**config.mk**
```make
export PLATFORM = sky130hd
export DESIGN_NAME = apb_req_arbiter
export DESIGN_NICKNAME = d
export VERILOG_FILES = /design/src/rtl/apb_req_arbiter.sv
export SDC_FILE = /design/constraint.sdc
export NUM_CORES = 1
export LEC_CHECK = 0
export CAP_MARGIN = 20
export CORE_ASPECT_RATIO = 1.75
export CORE_MARGIN = 2
export CORE_UTILIZATION = 33
export DETAILED_ROUTE_END_ITERATION = 8
export PLACE_DENSITY = 0.71
export SETUP_SLACK_MARGIN = 0.02
export SLEW_MARGIN = 20
export SYNTH_ARGS = -nofsm -noshare
export SYNTH_HDL_FRONTEND = slang
export SYNTH_SLANG_ARGS = --single-unit
```
**constraint.sdc**
```tcl
create_clock -name pclk -period 2 [get_ports pclk]
set_input_delay 0.4 -clock pclk [delete_from_list [all_inputs] [get_ports pclk]]
set_output_delay 0.4 -clock pclk [all_outputs]
set_load 0.01 [all_outputs]
```
**src/rtl/apb_req_arbiter.sv**
```systemverilog
// apb_req_arbiter: round-robin arbiter for NREQ local requesters that turns
// each accepted command into one APB transfer (IDLE -> SETUP -> ACCESS) and
// is the sole driver of the APB master signals. All outputs are registered.
// Optional build macro APB_ARB_PREADY_EN adds a pready input so the slave can
// stretch ACCESS with wait states; without it ACCESS is always one cycle.
module apb_req_arbiter #(
   parameter int NREQ   = 2,
   parameter int ADDR_W = 8,
   parameter int DATA_W = 8
) (
   input  logic                   pclk,
   input  logic                   presetn,
   input  logic [NREQ-1:0]        req,
   input  logic [NREQ-1:0]        req_write,
   input  logic [NREQ*ADDR_W-1:0] req_addr,
   input  logic [NREQ*DATA_W-1:0] req_wdata,
   output logic [NREQ-1:0]        gnt,
   output logic [NREQ-1:0]        done,
   output logic [DATA_W-1:0]      rdata,
   output logic                   psel,
   output logic                   penable,
   output logic                   pwrite,
   output logic [ADDR_W-1:0]      paddr,
   output logic [DATA_W-1:0]      pwdata,
   input  logic [DATA_W-1:0]      prdata
`ifdef APB_ARB_PREADY_EN
   ,
   input  logic                   pready
`endif
);

   localparam int IDX_W = (NREQ > 1) ? $clog2(NREQ) : 1;

   typedef enum logic [1:0] {
      ST_IDLE   = 2'd0,
      ST_SETUP  = 2'd1,
      ST_ACCESS = 2'd2
   } state_t;

   state_t            state;
   logic [IDX_W-1:0]  last;        // most recent winner; also owner of the in-flight transfer
   logic [IDX_W-1:0]  win_idx;
   logic              win_found;
   logic [IDX_W-1:0]  scan_idx;
   logic              access_end;
   logic              accept;
   logic [ADDR_W-1:0] addr_arr  [NREQ];
   logic [DATA_W-1:0] wdata_arr [NREQ];

   // Unpack the per-requester address/data buses for indexed selection.
   for (genvar g = 0; g < NREQ; g++) begin : g_unpack
      assign addr_arr[g]  = req_addr[g*ADDR_W +: ADDR_W];
      assign wdata_arr[g] = req_wdata[g*DATA_W +: DATA_W];
   end

`ifdef APB_ARB_PREADY_EN
   assign access_end = pready;
`else
   assign access_end = 1'b1;
`endif

   // Round-robin search starting one past the last winner, wrapping at NREQ.
   always_comb begin
      win_idx   = last;
      win_found = 1'b0;
      scan_idx  = last;
      for (int k = 0; k < NREQ; k++) begin
         if (scan_idx == IDX_W'(NREQ - 1)) begin
            scan_idx = '0;
         end else begin
            scan_idx = scan_idx + IDX_W'(1);
         end
         if (!win_found && req[scan_idx]) begin
            win_found = 1'b1;
            win_idx   = scan_idx;
         end
      end
   end

   // A command is taken from IDLE, or straight from the completing ACCESS edge.
   assign accept = win_found &&
                   ((state == ST_IDLE) || ((state == ST_ACCESS) && access_end));

   // APB sequencer: state and every output are registered here.
   always_ff @(posedge pclk or negedge presetn) begin
      if (!presetn) begin
         state   <= ST_IDLE;
         psel    <= 1'b0;
         penable <= 1'b0;
         pwrite  <= 1'b0;
         paddr   <= '0;
         pwdata  <= '0;
         gnt     <= '0;
         done    <= '0;
         rdata   <= '0;
         last    <= IDX_W'(NREQ - 1);
      end else begin
         gnt  <= '0;
         done <= '0;
         case (state)
            ST_IDLE: begin
            end
            ST_SETUP: begin
               state   <= ST_ACCESS;
               penable <= 1'b1;
            end
            ST_ACCESS: begin
               // Without pready the slave has no wait states; otherwise hold
               // everything until it signals completion.
               if (access_end) begin
                  if (!pwrite) begin
                     rdata <= prdata;
                  end
                  done[last] <= 1'b1;
                  state      <= ST_IDLE;
                  psel       <= 1'b0;
                  penable    <= 1'b0;
               end
            end
            default: begin
               state   <= ST_IDLE;
               psel    <= 1'b0;
               penable <= 1'b0;
            end
         endcase
         // A new acceptance overrides the return to IDLE (back-to-back keeps psel high).
         if (accept) begin
            state         <= ST_SETUP;
            psel          <= 1'b1;
            penable       <= 1'b0;
            pwrite        <= req_write[win_idx];
            paddr         <= addr_arr[win_idx];
            pwdata        <= wdata_arr[win_idx];
            gnt[win_idx]  <= 1'b1;
            last          <= win_idx;
         end
      end
   end

endmodule

```
=== After elaboration in Yosys (flattened, before gate mapping) ===
Index checks and enable logic that the tools add are counted.

* Flip-flop bits (word level): 34
* Word-level logic and storage cells: 64
* Output and inout port bits: 31
* Input port bits: 46

* Magnitude comparators: 7
* Multiplexer cells: 30
* Bitwise operators: 2
* Add/sub/neg operators: 2
* Equal/unequal tests: 4
* Reductions and logical operators: 9

{| class="wikitable"
|+ Operators with widths
! kind !! count
|-
| $mux 8 || 6
|-
| $mux 1 || 17
|-
| $lt 1x2->1 const B || 4
|-
| $mux 2 || 3
|-
| $logic_and 1x1->1 || 4
|-
| $pmux 2 s2 || 1
|-
| $add 1x1->1 const B || 2
|-
| $demux 1 s1 || 2
|-
| $eq 2x1->1 const B || 1
|-
| $eq 2x2->1 const B || 1
|-
| $ge 1x1->1 const B || 2
|-
| $ge 2x2->1 const B || 1
|-
| $logic_not 2->1 || 1
|-
| $ne 2x1->1 const B || 1
|-
| $ne 2x2->1 const B || 1
|-
| $not 1->2 || 1
|-
| $pmux 1 s2 || 1
|-
| $reduce_and 2->1 || 1
|-
| $reduce_or 2->1 || 1
|-
| $logic_not 1->1 || 1
|-
| $logic_or 1x1->1 || 1
|-
| $not 1->1 || 1
|}

=== Longest topological paths before layout ===
Gate-level depths: netlist of run 1.

* Word-level depth: 13
* Mapped depth: 4
* Depth with buffers taken out: 3

=== Worst setup path after synthesis of run 1 ===
OpenSTA, ideal clock, no wires.

* Path type: reg-to-reg
* From: reg last
* To: reg paddr[2]
* Cell stages (with the launch flop): 5
* Arrival: 1.308 ns
* Setup slack: 0.628 ns
* Path buffers: 1
* Cells stage by stage: dfstp_2 -> inv_1 -> a211oi_4 -> buf_6 -> a221o_2

* Word-level cells in the longest chain between the ends: 12
* Elaborated cells on any way between the ends: 19
* Those cells by class: add/sub (2); mux (13); bitwise (1); reduce/logical (3)

{| class="wikitable"
|+ RTL lines
! element !! line !! source
|-
| from (decl) || 41 || <nowiki>logic [IDX_W-1:0] last;</nowiki>
|-
| from (signal assigned) || 96 || <nowiki>last <= IDX_W'(NREQ - 1);</nowiki>
|-
| from (signal assigned) || 135 || <nowiki>last <= win_idx;</nowiki>
|-
| $add 1x1->1 || 71 || <nowiki>scan_idx = scan_idx + IDX_W'(1);</nowiki>
|-
| $mux 1 || 68 || <nowiki>if (scan_idx == IDX_W'(NREQ - 1)) begin</nowiki>
|-
| $add 1x1->1 / $mux 1 (equally long branches) || 71, 73 ||
|-
| $mux 1, on equally long branches || 68, 73 ||
|-
| $mux 1 (implied by the code) || 73 || <nowiki>if (!win_found && req[scan_idx]) begin</nowiki>
|-
| $mux 1 (implied by the code) / $logic_not 1->1 (equally long branches) || 73 ||
|-
| $logic_and 1x1->1 || 73 ||
|-
| $mux 1 || 73 ||
|-
| $not 1->2 (implied by the code) || 132 || <nowiki>paddr <= addr_arr[win_idx];</nowiki>
|-
| $mux 8 (implied by the code) (3 in series) || 132 ||
|-
| to (signal assigned) || 132 ||
|-
| to (decl) || 23 || <nowiki>output logic [ADDR_W-1:0] paddr,</nowiki>
|}

Parallel ways exist; a longest one is shown, timed or not. The select of a mux whose other input is x is not followed.
A chain may end at the register's enable or synchronous reset.

=== Worst setup path after layout of run 1 ===
* From: reg pwrite
* To: out pwrite

{| class="wikitable"
|+ RTL lines
! element !! line !! source
|-
| from (decl) || 22 || <nowiki>output logic pwrite,</nowiki>
|-
| from (signal assigned) || 131 || <nowiki>pwrite <= req_write[win_idx];</nowiki>
|}

No word-level cell between the ends.

==> flow_metrics.tcl, run 1 <==
set metrics [dict create \
    root_buffer "clkbuf_8" \
    crit_required_ns 1.60 \
    worst_pin_slew_ns 0.420 \
    synthCells 94 \
    peakVddDrop_mv 0.558 \
    status "finished clean" \
    leakagePower_nw 0.950 \
    nets 224 \
    insertion_delay_ns 0.28 \
    postCtsSetupBuffers 0 \
    skew_ns 0.00787 \
    initial_utilization_pct 34.3 \
    cts_buffers 5 \
    holdWs_ns 0.486 \
    ioPinCount 77 \
    relSlewSlack_pct 71.9 \
    first_iter_violations 22 \
    dr.pass1.iters 4 \
    dp_hpwl_mm 2.80 \
    core_region_area_mm2 0.00390 \
    first_global_vias 1181 \
    worstPathCellList "clkdlybuf4s50_1" \
    cts.sinks 33 \
    pre_cts_slack_ns 0.149 \
    ctsHoldBuffers 0 \
    synth_top_area_share_pct 59.8 \
    synth_commonest_cells "32 x dfrtp_1, 16 x a221o_2, 15 x and2_0" \
    finalCritPeriodShare_pct 81.3 \
    dieArea_mm2 0.00460 \
    cp_num_cells 1 \
    holdPathStages 1 \
    gp_congestion 0.721 \
    synth_cell_types 19 \
    netlist_area_mm2 0.00134 \
    cts_resized 0 \
    hold_viol 0 \
    finalSetupTns_ns 0 \
    power_density_mw_per_mm2 996 \
    cp_slowest_cell "clkdlybuf4s50_1" \
    avgRoutedWirePerCell_um 15.7 \
    grt_max_degree 34 \
    startpoint_type "flip-flop" \
    yosys_most_used_dff "dfrtp_1" \
    min_period_ns 1.63 \
    cts_max_level 2 \
    instances_no_fill 227 \
    routed_wl_mm 3.57 \
    cts.reportedPaths.clkPinSlew_ns 0.07 \
    avgViaCountPerCell 4.84 \
    setup_violations 0 \
    synth.most_common_cell "dfrtp_1" \
    critPathCaptureType "output pin" \
    critPathArrivalTime_ns 1.23 \
    synthArstFlopShare_pct 100 \
    yosysSeqAreaShare_pct 61.8 \
    grt_usage_pct 16.0 \
    synth_fp_nets 140 \
    drive_gt1_share_pct 22.3 \
    antennaDiodeCount 0 \
    num_vias 1099 \
    ant_nets 0 \
    critPathBufInv 1 \
    fin_util_pct 58.3 \
    fillers 341 \
    grt_pass1_wl_mm 5.31 \
    max_freq_ghz 0.615 \
    drv_cap 0 \
    syn_area_per_cell_um2 14.2 \
    slowest_delay_ns 0.55 \
    synth-edff-count 0 \
    gr-total-overflow 0 \
    ys.warnings.count 0 \
    syn_to_final_growth_pct 69.9 \
    finalWorstSetupSlack_ns 0.374 \
    synth_area_leaders "dfrtp_1 60%, a221o_2 13%, and2_0 7.0%" \
    path_max_fanout 3 \
    rsz0062_at_grt "no" \
    path_class "flip-flop to output pin" \
    cp_top_family "buffers and inverters" \
    rows 30 \
    drc 0 \
    die_x_um 52.2 \
    ys_seq_elements 33 \
    rr_worst_depth 3 \
    min_path_type "flip-flop to flip-flop" \
    io_buffer_count 76 \
    cts_tree "yes" \
    antenna_found_initial 0 \
    synth_largest_area_cell "dfrtp_1" \
    die_h_um 88.3 \
    drv_slew 0 \
    place_inst 219 \
    cts_max_path_buffers 2 \
]
==> logic make-up (layout without fill, tap and decap cells) <==
kind of cell    count (synthesis)  after routing  share of synthesized area (%)
buf+inv                         9             94                           3.65
flops                          33             33                           61.8
simple gates                   22             22                           9.91
mux                             8              8                           6.73
compound gates                 22             22                           17.9
==> stage by stage <==
| stage | power (mW) | cell area (µm²) |
|---|---|---|
| floorplan | 1.28 | 1340 |
| global placement | 1.79 | 2190 |
| detailed placement | 1.82 | 2190 |
| CTS | 2.30 | 2270 |
| global route | 2.40 | 2270 |
| finish | 2.26 | 2270 |
==> flip-flops by register name, indices dropped and copies added, names as in the netlist <==
name	count
pwdata	8
psel	1
pwrite	1
done	2
paddr	8
rdata	8
state	1
gnt	2
last	1
penable	1
==> final timing paths <==
| path | startpoint | endpoint | slack, ns |
|---|---|---|---|
| worst max-delay path | pwrite$_DFFE_PN0P_ | pwrite | 0.37 |
| worst min-delay path | penable$_DFFE_PN0P_ | penable$_DFFE_PN0P_ | 0.49 |
| min in group asynchronous | presetn | paddr[1]$_DFFE_PN0P_ | 0.53 |
| worst max register to register | state[0]$_DFFE_PN0P_ | rdata[2]$_DFFE_PN0P_ | 0.47 |
| worst min register to register | penable$_DFFE_PN0P_ | penable$_DFFE_PN0P_ | 0.49 |
| max in group asynchronous | presetn | last$_DFFE_PN1P_ | 1.14 |
==> cell usage in the layout, fill, tap and decap left out, types with 2 or more instances in the layout <==
cell             netlist  final
clkdlybuf4s50_1        0     76
dfrtp_1               32     32
a221o_2               16     16
and2_0                15     15
mux2_2                 8      8
inv_1                  5      5
clkbuf_8               0      5
buf_4                  0      3
nor2_1                 2      2
and2_1                 2      2
clkinv_2               0      2
buf_12                 0      2
==> cell type report <==
cell class | instances | area (µm²) | area share (%)
Sequential cell | 33 | 827 | 36.4
Timing Repair Buffer | 81 | 823 | 36.2
Multi-Input combinational cell | 52 | 463 | 20.4
Clock buffer | 6 | 72.6 | 3.19
Tap cell | 48 | 60.1 | 2.64
Inverter | 5 | 18.8 | 0.825
Clock inverter | 2 | 10.0 | 0.440
==> layer usage <==
| metal | global-route usage, % | vias up | wire length, µm |
|---|---|---|---|
| li1 | - | 508 | - |
| met1 | 15.3 | 522 | 1270 |
| met2 | 29.7 | 62 | 1990 |
| met3 | 4.73 | 7 | 252 |
| met4 | 8.16 | 0 | 66 |
| met5 | 0 | - | 0 |
==> report_power, final <==
| group | switching (mW) | internal [mW] | leakage [nW] | total (mW) |
|---|---|---|---|---|
| Combinational | 0.297 | 0.551 | 0.502 | 0.849 |
| Clock | 0.227 | 0.241 | 0.0450 | 0.468 |
| Sequential | 0.0984 | 0.850 | 0.402 | 0.948 |
| Total | 0.623 | 1.64 | 0.950 | 2.26 |
Note: power is estimated with default switching activity, not from simulation.
==> run 2, diff against run 1 <==
==> constraint.sdc (replaced) <==
create_clock -name pclk -period 1.64 [get_ports pclk]
set_input_delay 0.328 -clock pclk [delete_from_list [all_inputs] [get_ports pclk]]
set_output_delay 0.328 -clock pclk [all_outputs]
set_load 0.01 [all_outputs]
==> flow_metrics.tcl, run 2 (synthesis gave the netlist of run 1 again) <==
set metrics [dict create \
    final_common_cell "clkdlybuf4s50_1" \
    critPathBufInv 1 \
    setup_violations 0 \
    critPathArrivalTime_ns 1.22 \
    drv_cap 0 \
    path_class "flip-flop to output pin" \
    cp_slowest_cell "clkdlybuf4s50_1" \
    initial_utilization_pct 34.3 \
    first_global_vias 1194 \
    drv_slew 0 \
    status "finished clean" \
    place_inst 222 \
    pwr-share-seq_pct 41.8 \
    syn_to_final_growth_pct 72.5 \
    slowest_delay_ns 0.56 \
    grt_usage_pct 15.6 \
    skew_ns 0.00691 \
    min_period_ns 1.55 \
    cts_max_path_buffers 2 \
    instances_no_fill 230 \
    net-switching-power_uw 754 \
    cts_max_level 2 \
    top_regs "paddr (8), pwdata (8), rdata (8)" \
    power_density_mw_per_mm2 1200 \
    cp_top_family "buffers and inverters" \
    crit_required_ns 1.31 \
    die_h_um 88.3 \
    leakagePower_nw 0.969 \
    cts.sinks 33 \
    cts_tree "yes" \
    gr-total-overflow 0 \
    dr.pass1.iters 4 \
    io_buffer_count 76 \
    antenna_found_initial 0 \
    antennaDiodeCount 0 \
    fin_util_pct 59.2 \
    clkPwrFrac_pct 20.3 \
    startpoint_type "flip-flop" \
    worst_pin_slew_ns 0.412 \
    worstPathCellList "clkdlybuf4s50_1" \
    rsz0062_at_grt "yes" \
    grt_pass1_wl_mm 5.26 \
    most-common-layout-cells "76 x clkdlybuf4s50_1, 32 x dfrtp_1, 16 x a221o_2, 15 x and2_0, 8 x mux2_2" \
    die_x_um 52.2 \
    hold_viol 0 \
    postCtsSetupBuffers 0 \
    p_comb_share_pct 37.8 \
    dieArea_mm2 0.00460 \
    core_region_area_mm2 0.00390 \
    ant_nets 0 \
    ctsHoldBuffers 0 \
    p_int_mw 2.01 \
    drive_gt1_share_pct 23.6 \
    first_iter_violations 9 \
    avgRoutedWirePerCell_um 14.9 \
    relSlewSlack_pct 72.5 \
    path_max_fanout 4 \
    min_path_type "primary input to asynchronous set/reset pin" \
    switching_share_pct 27.3 \
    ioPinCount 77 \
    peakVddDrop_mv 0.835 \
    cts.reportedPaths.clkPinSlew_ns 0.07 \
    num_vias 1112 \
    dp_hpwl_mm 2.67 \
    gp_congestion 0.716 \
    rows 30 \
    max_freq_ghz 0.645 \
    finalCritPeriodShare_pct 94.5 \
    insertion_delay_ns 0.28 \
    routed_wl_mm 3.42 \
    finalSetupTns_ns 0 \
    root_buffer "clkbuf_8" \
    critPathCaptureType "output pin" \
    nets 227 \
    grt_max_degree 34 \
    cts_buffers 5 \
    avgViaCountPerCell 4.83 \
    drc 0 \
    cts_resized 0 \
]
[run 2: cell count changes in the layout (fill, tap and decap cells not counted), sizes merged]
cell and change:
buf +3
[run 2: through the flow]
stage / setup WS (ns) / hold WS [ns] / power [mW] / area, µm²
2_1_floorplan: 0.268 / 0.0324 / 1.57 / 1340
3_3_place_gp: -0.0481 / 0.485 / 2.19 / 2230
3_5_place_dp: -0.0776 / 0.492 / 2.23 / 2230
4_1_cts: 0.0601 / 0.411 / 2.81 / 2310
5_1_grt: 0.0182 / 0.419 / 2.93 / 2310
6_report: 0.0895 / 0.407 / 2.77 / 2310
[run 2: worst paths after layout]
check,slack [ns],endpoint,from,cells after the start
hold reg to reg,0.49,penable$_DFFE_PN0P_,penable$_DFFE_PN0P_,1
hold / removal,0.41,paddr[1]$_DFFE_PN0P_,presetn,2
setup / recovery,0.09,penable,penable$_DFFE_PN0P_,1
min in group pclk,0.49,penable$_DFFE_PN0P_,penable$_DFFE_PN0P_,1
max in group asynchronous,0.98,last$_DFFE_PN1P_,presetn,2
setup reg to reg,0.12,rdata[4]$_DFFE_PN0P_,state[0]$_DFFE_PN0P_,3
[run 2: power groups by stage]
| stage | registers, mW | logic (mW) | clock network [mW] |
|---|---|---|---|
| 2_1_floorplan | 1.26 | 0.306 | 0 |
| 3_3_place_gp | 1.16 | 1.03 | 0 |
| 3_5_place_dp | 1.17 | 1.06 | 0 |
| 5_1_grt | 1.19 | 1.12 | 0.625 |
| 6_report | 1.16 | 1.05 | 0.563 |
| 4_1_cts | 1.16 | 1.06 | 0.583 |
[run 2: layer usage]
layer	up-vias	wire length, µm	track usage [%]
met5	-	0	0
met1	528	1270	17.1
met3	5	293	4.56
li1	513	-	-
met2	66	1800	27.6
met4	0	54	6.76
[run 2: area by class of cell]
| cell class | instances | area [µm²] |
|---|---|---|
| Sequential cell | 33 | 827 |
| Timing Repair Buffer | 84 | 858 |
| Clock buffer | 6 | 72.6 |
| Tap cell | 48 | 60.1 |
| Fill cell | 325 | 1590 |
| Multi-Input combinational cell | 52 | 463 |
| Clock inverter | 2 | 10.0 |
| Inverter | 5 | 18.8 |
